--- src/rtl/csla_pkg.sv ---
// csla_pkg: shared constants and elaboration helpers for the pipelined carry-select adder.
// Optional overflow output is enabled with the CSLA_PIPE_OVF_EN macro (see csla_pipe).
package csla_pkg;

  localparam logic OP_ADD = 1'b0;
  localparam logic OP_SUB = 1'b1;

  // Ceiling divide used to derive the stage count from the group count
  function automatic int unsigned ceil_div(input int unsigned n, input int unsigned d);
    return (n + d - 1) / d;
  endfunction

  // Legal geometry: whole number of groups and at least one group per stage
  function automatic bit cfg_ok(input int unsigned width, input int unsigned block,
                                input int unsigned gps);
    return (block != 0) && (width >= block) && ((width % block) == 0) && (gps >= 1);
  endfunction

endpackage

--- src/rtl/csla_pipe_if.sv ---
// csla_pipe_if: operand/result valid-ready bundle for csla_pipe.
// The ovf signal exists only when CSLA_PIPE_OVF_EN is defined.
interface csla_pipe_if #(
  parameter int unsigned WIDTH = 32
);

  logic             in_valid;
  logic             in_ready;
  logic [WIDTH-1:0] a;
  logic [WIDTH-1:0] b;
  logic             cin;
  logic             sub;
  logic             out_valid;
  logic             out_ready;
  logic [WIDTH-1:0] sum;
  logic             cout;
`ifdef CSLA_PIPE_OVF_EN
  logic             ovf;

  modport master (output in_valid, a, b, cin, sub, out_ready,
                  input  in_ready, out_valid, sum, cout, ovf);
  modport slave  (input  in_valid, a, b, cin, sub, out_ready,
                  output in_ready, out_valid, sum, cout, ovf);
`else
  modport master (output in_valid, a, b, cin, sub, out_ready,
                  input  in_ready, out_valid, sum, cout);
  modport slave  (input  in_valid, a, b, cin, sub, out_ready,
                  output in_ready, out_valid, sum, cout);
`endif

endinterface

--- src/rtl/csla_group.sv ---
// csla_group: one carry-select group; two ripple rows (carry-in 0 and 1) and a final mux.
module csla_group #(
  parameter int unsigned BLOCK = 4
) (
  input  logic [BLOCK-1:0] i_a,
  input  logic [BLOCK-1:0] i_b,
  input  logic             i_ci,
  output logic [BLOCK-1:0] o_s,
  output logic             o_co
);

  logic [BLOCK-1:0] w_s0;
  logic [BLOCK-1:0] w_s1;
  logic [BLOCK:0]   w_c0;
  logic [BLOCK:0]   w_c1;

  // Both ripple rows are evaluated unconditionally so only the mux waits on i_ci
  always_comb begin
    w_s0    = '0;
    w_s1    = '0;
    w_c0    = '0;
    w_c1    = '0;
    w_c1[0] = 1'b1;
    for (int unsigned i = 0; i < BLOCK; i++) begin
      w_s0[i]   = i_a[i] ^ i_b[i] ^ w_c0[i];
      w_c0[i+1] = (i_a[i] & i_b[i]) | (w_c0[i] & (i_a[i] ^ i_b[i]));
      w_s1[i]   = i_a[i] ^ i_b[i] ^ w_c1[i];
      w_c1[i+1] = (i_a[i] & i_b[i]) | (w_c1[i] & (i_a[i] ^ i_b[i]));
    end
  end

  assign o_s  = i_ci ? w_s1 : w_s0;
  assign o_co = i_ci ? w_c1[BLOCK] : w_c0[BLOCK];

endmodule

--- src/rtl/csla_pipe.sv ---
// csla_pipe: pipelined carry-select adder/subtractor with valid/ready flow control.
// Each stage resolves GPS groups using the carry registered by the previous stage.
// Define CSLA_PIPE_OVF_EN to add the pipelined signed-overflow output (bus.ovf).
module csla_pipe
  import csla_pkg::*;
#(
  parameter int unsigned WIDTH = 32,
  parameter int unsigned BLOCK = 4,
  parameter int unsigned GPS   = 2
) (
  input  logic          clk,
  input  logic          rst_n,
  csla_pipe_if.slave    bus
);

  localparam int unsigned NG = WIDTH / BLOCK;
  localparam int unsigned NS = ceil_div(NG, GPS);

  if (!cfg_ok(WIDTH, BLOCK, GPS)) begin : g_cfg_err
    $error("csla_pipe: WIDTH must be a non-zero multiple of BLOCK and GPS must be >= 1");
  end

  // Stage registers; operand copies travel with the op, consumed low bits are never read
  logic [WIDTH-1:0] r_a   [NS];
  logic [WIDTH-1:0] r_b   [NS];
  logic [WIDTH-1:0] r_sum [NS];
  logic [NS-1:0]    r_c;
  logic [NS-1:0]    r_v;

  // Per-stage inputs (from the bus for stage 0, else from the previous stage)
  logic [WIDTH-1:0] w_a    [NS];
  logic [WIDTH-1:0] w_b    [NS];
  logic [WIDTH-1:0] w_sin  [NS];
  logic [WIDTH-1:0] w_snext[NS];
  logic [NS-1:0]    w_ci;
  logic [NS-1:0]    w_vin;
  logic [NS-1:0]    w_cnext;
  logic [NS-1:0]    w_load;

  logic [BLOCK-1:0] w_gs  [NG];
  logic             w_gco [NG];

  // Stage inputs; subtract inverts B and forces the carry-in to 1
  always_comb begin
    w_ci     = '0;
    w_vin    = '0;
    w_a[0]   = bus.a;
    w_b[0]   = (bus.sub == OP_SUB) ? ~bus.b : bus.b;
    w_ci[0]  = (bus.sub == OP_SUB) ? 1'b1 : bus.cin;
    w_sin[0] = '0;
    w_vin[0] = bus.in_valid;
    for (int unsigned s = 1; s < NS; s++) begin
      w_a[s]   = r_a[s-1];
      w_b[s]   = r_b[s-1];
      w_ci[s]  = r_c[s-1];
      w_sin[s] = r_sum[s-1];
      w_vin[s] = r_v[s-1];
    end
  end

  // Group array; the first group of a stage takes that stage's registered carry
  for (genvar g = 0; g < NG; g++) begin : g_grp
    localparam int unsigned STG = g / GPS;
    logic w_ci_l;
    logic w_co_l;

    if ((g % GPS) == 0) begin : g_head
      assign w_ci_l = w_ci[STG];
    end else begin : g_link
      assign w_ci_l = g_grp[g-1].w_co_l;
    end

    csla_group #(.BLOCK(BLOCK)) u_grp (
      .i_a  (w_a[STG][g*BLOCK +: BLOCK]),
      .i_b  (w_b[STG][g*BLOCK +: BLOCK]),
      .i_ci (w_ci_l),
      .o_s  (w_gs[g]),
      .o_co (w_co_l)
    );

    assign w_gco[g] = w_co_l;
  end

  // Merge each stage's resolved groups into its partial sum and pick its outgoing carry
  always_comb begin
    w_cnext = '0;
    for (int unsigned s = 0; s < NS; s++) begin
      w_snext[s] = w_sin[s];
    end
    for (int unsigned g = 0; g < NG; g++) begin
      w_snext[g/GPS][g*BLOCK +: BLOCK] = w_gs[g];
      w_cnext[g/GPS]                   = w_gco[g];
    end
  end

  // Load enables ripple back from the output so bubbles collapse under stall
  always_comb begin
    w_load         = '0;
    w_load[NS-1]   = !r_v[NS-1] || bus.out_ready;
    for (int s = int'(NS) - 2; s >= 0; s--) begin
      w_load[s] = !r_v[s] || w_load[s+1];
    end
  end

  // Stage registers; valid follows every load, payload only loads with a real op
  always_ff @(posedge clk or negedge rst_n) begin
    if (!rst_n) begin
      r_v <= '0;
      r_c <= '0;
      for (int unsigned s = 0; s < NS; s++) begin
        r_a[s]   <= '0;
        r_b[s]   <= '0;
        r_sum[s] <= '0;
      end
    end else begin
      for (int unsigned s = 0; s < NS; s++) begin
        if (w_load[s]) begin
          r_v[s] <= w_vin[s];
          if (w_vin[s]) begin
            r_a[s]   <= w_a[s];
            r_b[s]   <= w_b[s];
            r_sum[s] <= w_snext[s];
            r_c[s]   <= w_cnext[s];
          end
        end
      end
    end
  end

`ifdef CSLA_PIPE_OVF_EN
  logic r_ovf;
  logic w_ovf_next;

  // Carry into the MSB is recovered as a^b^sum at that bit
  assign w_ovf_next = w_a[NS-1][WIDTH-1] ^ w_b[NS-1][WIDTH-1]
                    ^ w_snext[NS-1][WIDTH-1] ^ w_cnext[NS-1];

  // Overflow flag shares the last stage's load and hold behaviour
  always_ff @(posedge clk or negedge rst_n) begin
    if (!rst_n) begin
      r_ovf <= 1'b0;
    end else if (w_load[NS-1] && w_vin[NS-1]) begin
      r_ovf <= w_ovf_next;
    end
  end

  assign bus.ovf = r_ovf;
`endif

  assign bus.in_ready  = w_load[0];
  assign bus.out_valid = r_v[NS-1];
  assign bus.sum       = r_sum[NS-1];
  assign bus.cout      = r_c[NS-1];

endmodule

--- src/flat_wrapper.sv ---
// flat-port wrapper written by rule: the top's interface ports become plain ports
module csla_pipe_flat import csla_pkg::*;
#(
  parameter int unsigned WIDTH = 32,
  parameter int unsigned BLOCK = 4,
  parameter int unsigned GPS   = 2
)
  (clk, rst_n, bus_in_valid, bus_a, bus_b, bus_cin, bus_sub, bus_out_ready, bus_in_ready, bus_out_valid, bus_sum, bus_cout);
  csla_pipe_if #(.WIDTH(WIDTH)) bus_i ();
  input  logic clk;
  input  logic rst_n;
  input wire logic [$bits(bus_i.in_valid)-1:0] bus_in_valid;
  input wire logic [$bits(bus_i.a)-1:0] bus_a;
  input wire logic [$bits(bus_i.b)-1:0] bus_b;
  input wire logic [$bits(bus_i.cin)-1:0] bus_cin;
  input wire logic [$bits(bus_i.sub)-1:0] bus_sub;
  input wire logic [$bits(bus_i.out_ready)-1:0] bus_out_ready;
  output wire logic [$bits(bus_i.in_ready)-1:0] bus_in_ready;
  output wire logic [$bits(bus_i.out_valid)-1:0] bus_out_valid;
  output wire logic [$bits(bus_i.sum)-1:0] bus_sum;
  output wire logic [$bits(bus_i.cout)-1:0] bus_cout;
  assign bus_i.in_valid = bus_in_valid;
  assign bus_i.a = bus_a;
  assign bus_i.b = bus_b;
  assign bus_i.cin = bus_cin;
  assign bus_i.sub = bus_sub;
  assign bus_i.out_ready = bus_out_ready;
  assign bus_in_ready = bus_i.in_ready;
  assign bus_out_valid = bus_i.out_valid;
  assign bus_sum = bus_i.sum;
  assign bus_cout = bus_i.cout;
  csla_pipe #(.WIDTH(WIDTH), .BLOCK(BLOCK), .GPS(GPS)) u_core (.clk(clk), .rst_n(rst_n), .bus(bus_i));
endmodule
--- config.mk ---
export PLATFORM = sky130hd
export DESIGN_NAME = csla_pipe_flat
export DESIGN_NICKNAME = d
export VERILOG_FILES = /design/src/rtl/csla_pkg.sv /design/src/rtl/csla_pipe_if.sv /design/src/rtl/csla_group.sv /design/src/rtl/csla_pipe.sv /design/src/flat_wrapper.sv
export SDC_FILE = /design/constraint.sdc
export NUM_CORES = 1
export LEC_CHECK = 0
export ABC_AREA = 1
export CAP_MARGIN = 0
export CORE_UTILIZATION = 45
export CTS_CLUSTER_DIAMETER = 50
export DETAILED_ROUTE_END_ITERATION = 12
export GPL_TIMING_DRIVEN = 0
export PLACE_DENSITY = 0.73
export SLEW_MARGIN = 20
export SYNTH_ARGS = -nofsm -noshare
export SYNTH_HDL_FRONTEND = slang
export SYNTH_SLANG_ARGS = --single-unit
--- constraint.sdc ---
create_clock -name clk -period 8.17 [get_ports clk]
set_input_delay 0.817 -clock clk [delete_from_list [all_inputs] [get_ports clk]]
set_output_delay 0.817 -clock clk [all_outputs]
set_load 0.03 [all_outputs]
==> metrics.md <==
| Metric | Value |
|---|---|
| Worst-path clk slew | `0.06 ns` |
| Cells on worst reg2reg path | `13` |
| Syn avg cell area | `9.07 sq um` |
| Final WL | `18300 um` |
| I/O Pins | `105` |
| Worst Hold Slack | `0.364 ns` |
| Clock Tree Buf Depth | `2` |
| Most Frequent Cell on Critical Path | `fa_1` |
| RePlAce Congestion | `0.776` |
| Htree depth | `4` |
| Min cycle time layout | `4.01 ns` |
| Cell area after layout | `10400 sq um` |
| CTS Hold Bufs | `0` |
| Slew HR | `0.588` |
| Seq pwr share | `0.411` |
| Largest net degree at the start of global routing | `104` |
| Internal power | `2.23 mW` |
| Final HPWL DP | `13400 um` |
| P_leak | `5.43 nW` |
| Yosys warning count | `0` |
| Post-cts resize count | `0` |
| Crit path from | `bus_sub` |
| Seq. cell area | `4600 sq um` |
| Slew @ Worst Pin | `0.618 ns` |
| FF-to-FF Start | `u_core.r_a[104]` |
| Status | `finished, final reports clean` |
| Critical-path cell list | `buf_2, buf_2, xnor2_1, ha_1, nand2_1, o21ai_0, fa_1, fa_1, inv_1, fa_1, nor2_1, a21oi_1, fa_1, inv_1, fa_1, inv_1, fa_1, nand3_1, nand2_1` |
| Drt drc | `0` |
| Maximum fanout along the worst path | `10` |
| Initial DRC count | `537` |
| Area grow syn2layout | `22.4%` |
| Placed Area | `9890 sq um` |
| Period utilization | `0.490` |
| Routed WL per cell | `14.0 um` |
| Clock power frac | `0.220` |
| Sum Neg Setup Slack | `0 ns` |
| Finished Layout Cells | `1310` |
| Core Rows | `50` |
| Final net count | `1174` |
| Peak supply drop | `0.000216 V` |
| Fin. Hold Viols | `0` |
| Grt ovf | `0` |
| Diode count | `0` |
| CP max stage delay | `0.41 ns` |
| Clock skew | `0.00560 ns` |
| Pwr/cell area | `339 nW/um^2` |
| CTS Sinks | `184` |
| Initial Utilization | `0.458` |
| Clock latency on the worst-skew pair | `0.43 ns` |
| Mapped Cells | `941` |
| Worst setup EP type | `flip-flop` |
| R2R Path End | `u_core.r_sum[79]` |
| Flops & latches, synth | `184` |
| Die W | `140 um` |
| Total GRT Usage | `0.201` |
| Post-synth cell types | `19` |
| Register area share after synthesis | `0.539` |
| Via count | `6183` |
| R2R Setup Slk | `4.26 ns` |
| Sw frac | `0.369` |
| Layout cells sized above 1 | `0.0967` |
| Endpoints failing setup | `0` |
| ANT nets after route | `0` |
| Core Area | `18600 sq um` |
| Slew Viols, Final | `0` |
| Clock root cell | `clkbuf_16` |
| Post-placement cell count | `1279` |
| Peak Freq | `250 MHz` |
| Crit path required time | `8.49 ns` |
| Postcts setup bufs | `0` |
| Port bufs | `103` |
| P_sw | `1.31 mW` |
| Syn nets | `1051` |
| TritonCTS clock tree | `built` |
| Critical-path top delay cell | `fa_1` |
| Mapped Area | `8540 sq um` |
| CTS buffer count | `17` |
| Filler cell count | `1703` |
| Worst Hold Class | `input port to asynchronous set/reset pin` |
| Drt via density | `4.72` |
| Arr. time, crit path | `4.32 ns` |
| Critical setup path kind | `input port to flip-flop` |
| Die area | `19500 sq um` |
| Worst setup SP type | `input port` |
| Multi-input logic area | `3280 sq um` |
| DIE HEIGHT | `140 um` |
| DR pass1 iterations | `5` |
| Logic pwr share | `0.369` |
| Initial antenna violation count | `0` |
| Max Cap Violations | `0` |
| Unrepaired setup endpoints after global routing | `false` |
| First-pass GRT wire length | `30500 um` |
| Critical Path Sink | `u_core.r_sum[103]` |
| Vias in the first global route | `6177` |
registers in the layout (all words and copies together), names as in the netlist:
name,count
u_core.r_a,48
u_core.r_b,48
u_core.r_sum,48
u_core.bus.sum,32
u_core.r_c,4
u_core.r_v,4
Yosys cell counts (all sizes together):
library cell,instances,area (sq um)
nand2,413,1550
dfrtp,184,4600
nand3,104,521
buf,77,474
inv,41,154
xor2,28,245
fa,24,480
o21ai,20,100
ha,16,200
xnor2,11,96.3
nor2,9,41.3
a21oi,7,35.0
clkbuf,6,22.5
nand4,1,12.5
layout by cell type (no fill, tap or decap), types with 2 or more instances in the layout:
cell type / count
dfrtp_1: 184
nor2_1: 8
inv_1: 39
buf_4: 35
clkbuf_1: 7
clkinv_2: 4
xnor2_1: 11
clkbuf_16: 17
fa_1: 24
nand3_1: 104
buf_2: 31
clkbuf_8: 2
xor2_1: 28
ha_1: 16
buf_6: 2
buf_1: 9
inv_2: 2
clkinv_4: 2
a21oi_1: 7
o21ai_0: 20
clkdlybuf4s50_1: 102
nand2_1: 413
clkinvlp_4: 3
stage by stage:
| stage | worst slack [ns] | power [mW] | util |
|---|---|---|---|
| 5_1_grt | 3.94 | 3.79 | 0.560 |
| 3_5_place_dp | 3.71 | 2.77 | 0.531 |
| 3_3_place_gp | -1.11 | 2.72 | 0.529 |
| 6_report | 4.16 | 3.54 | 0.560 |
| 4_1_cts | 4.14 | 3.56 | 0.560 |
| 2_1_floorplan | 4.06 | 2.32 | - |
power by group through the flow:
| stage | registers, mW | logic (mW) | clock network [mW] |
|---|---|---|---|
| final | 1.45 | 1.31 | 0.779 |
| after floorplan | 1.40 | 0.911 | 0 |
| after global placement | 1.46 | 1.26 | 0 |
| after CTS | 1.45 | 1.32 | 0.786 |
| after global routing | 1.49 | 1.48 | 0.822 |
| after detailed placement | 1.46 | 1.31 | 0 |
metal layers:
metal	GRT usage	share of wire	vias to the layer above
met2	0.317	0.47	156
met4	0.0746	0.021	0
li1	-	-	3135
met3	0.0389	0.044	30
met5	0	0	-
met1	0.275	0.46	2862
cell type report:
class / instances / share of cell area
Multi-Input combinational cell: 633 / 0.314
Timing Repair Buffer: 104 / 0.102
Clock buffer: 20 / 0.0437
Buffer: 83 / 0.0475
Inverter: 41 / 0.0147
Tap cell: 234 / 0.0280
Sequential cell: 184 / 0.441
Clock inverter: 11 / 0.00946
critical path, delay by kind of cell:
family / cells / cell delay (ns)
xor+xnor: 1 / 0.14
buf+inv: 5 / 0.67
simple gates: 4 / 0.25
compound gates: 2 / 0.26
fa+ha+maj: 7 / 2.18
worst min-delay path by stage:
stage | endpoint | slack (ns) | from
after floorplan | u_core.r_a[111] | 0.44 | u_core.r_a[111]
after global placement | u_core.r_a[119] | 0.45 | u_core.r_a[119]
after detailed placement | u_core.r_b[59] | 0.46 | u_core.r_b[91]
after CTS | u_core.bus.sum[25] | 0.39 | rst_n
after global routing | u_core.bus.sum[25] | 0.41 | rst_n
final | u_core.bus.sum[25] | 0.36 | rst_n
cells by family after synthesis:
logic type / after synthesis / share of synthesized area
flip-flops: 184 / 0.539
XOR/XNOR: 39 / 0.0400
buffers and inverters: 124 / 0.0762
adder cells (fa/ha/maj): 40 / 0.0797
AND/OR/NAND/NOR: 527 / 0.249
AO/OA/AOI/OAI: 27 / 0.0158
(Power assumes the default switching activity.)
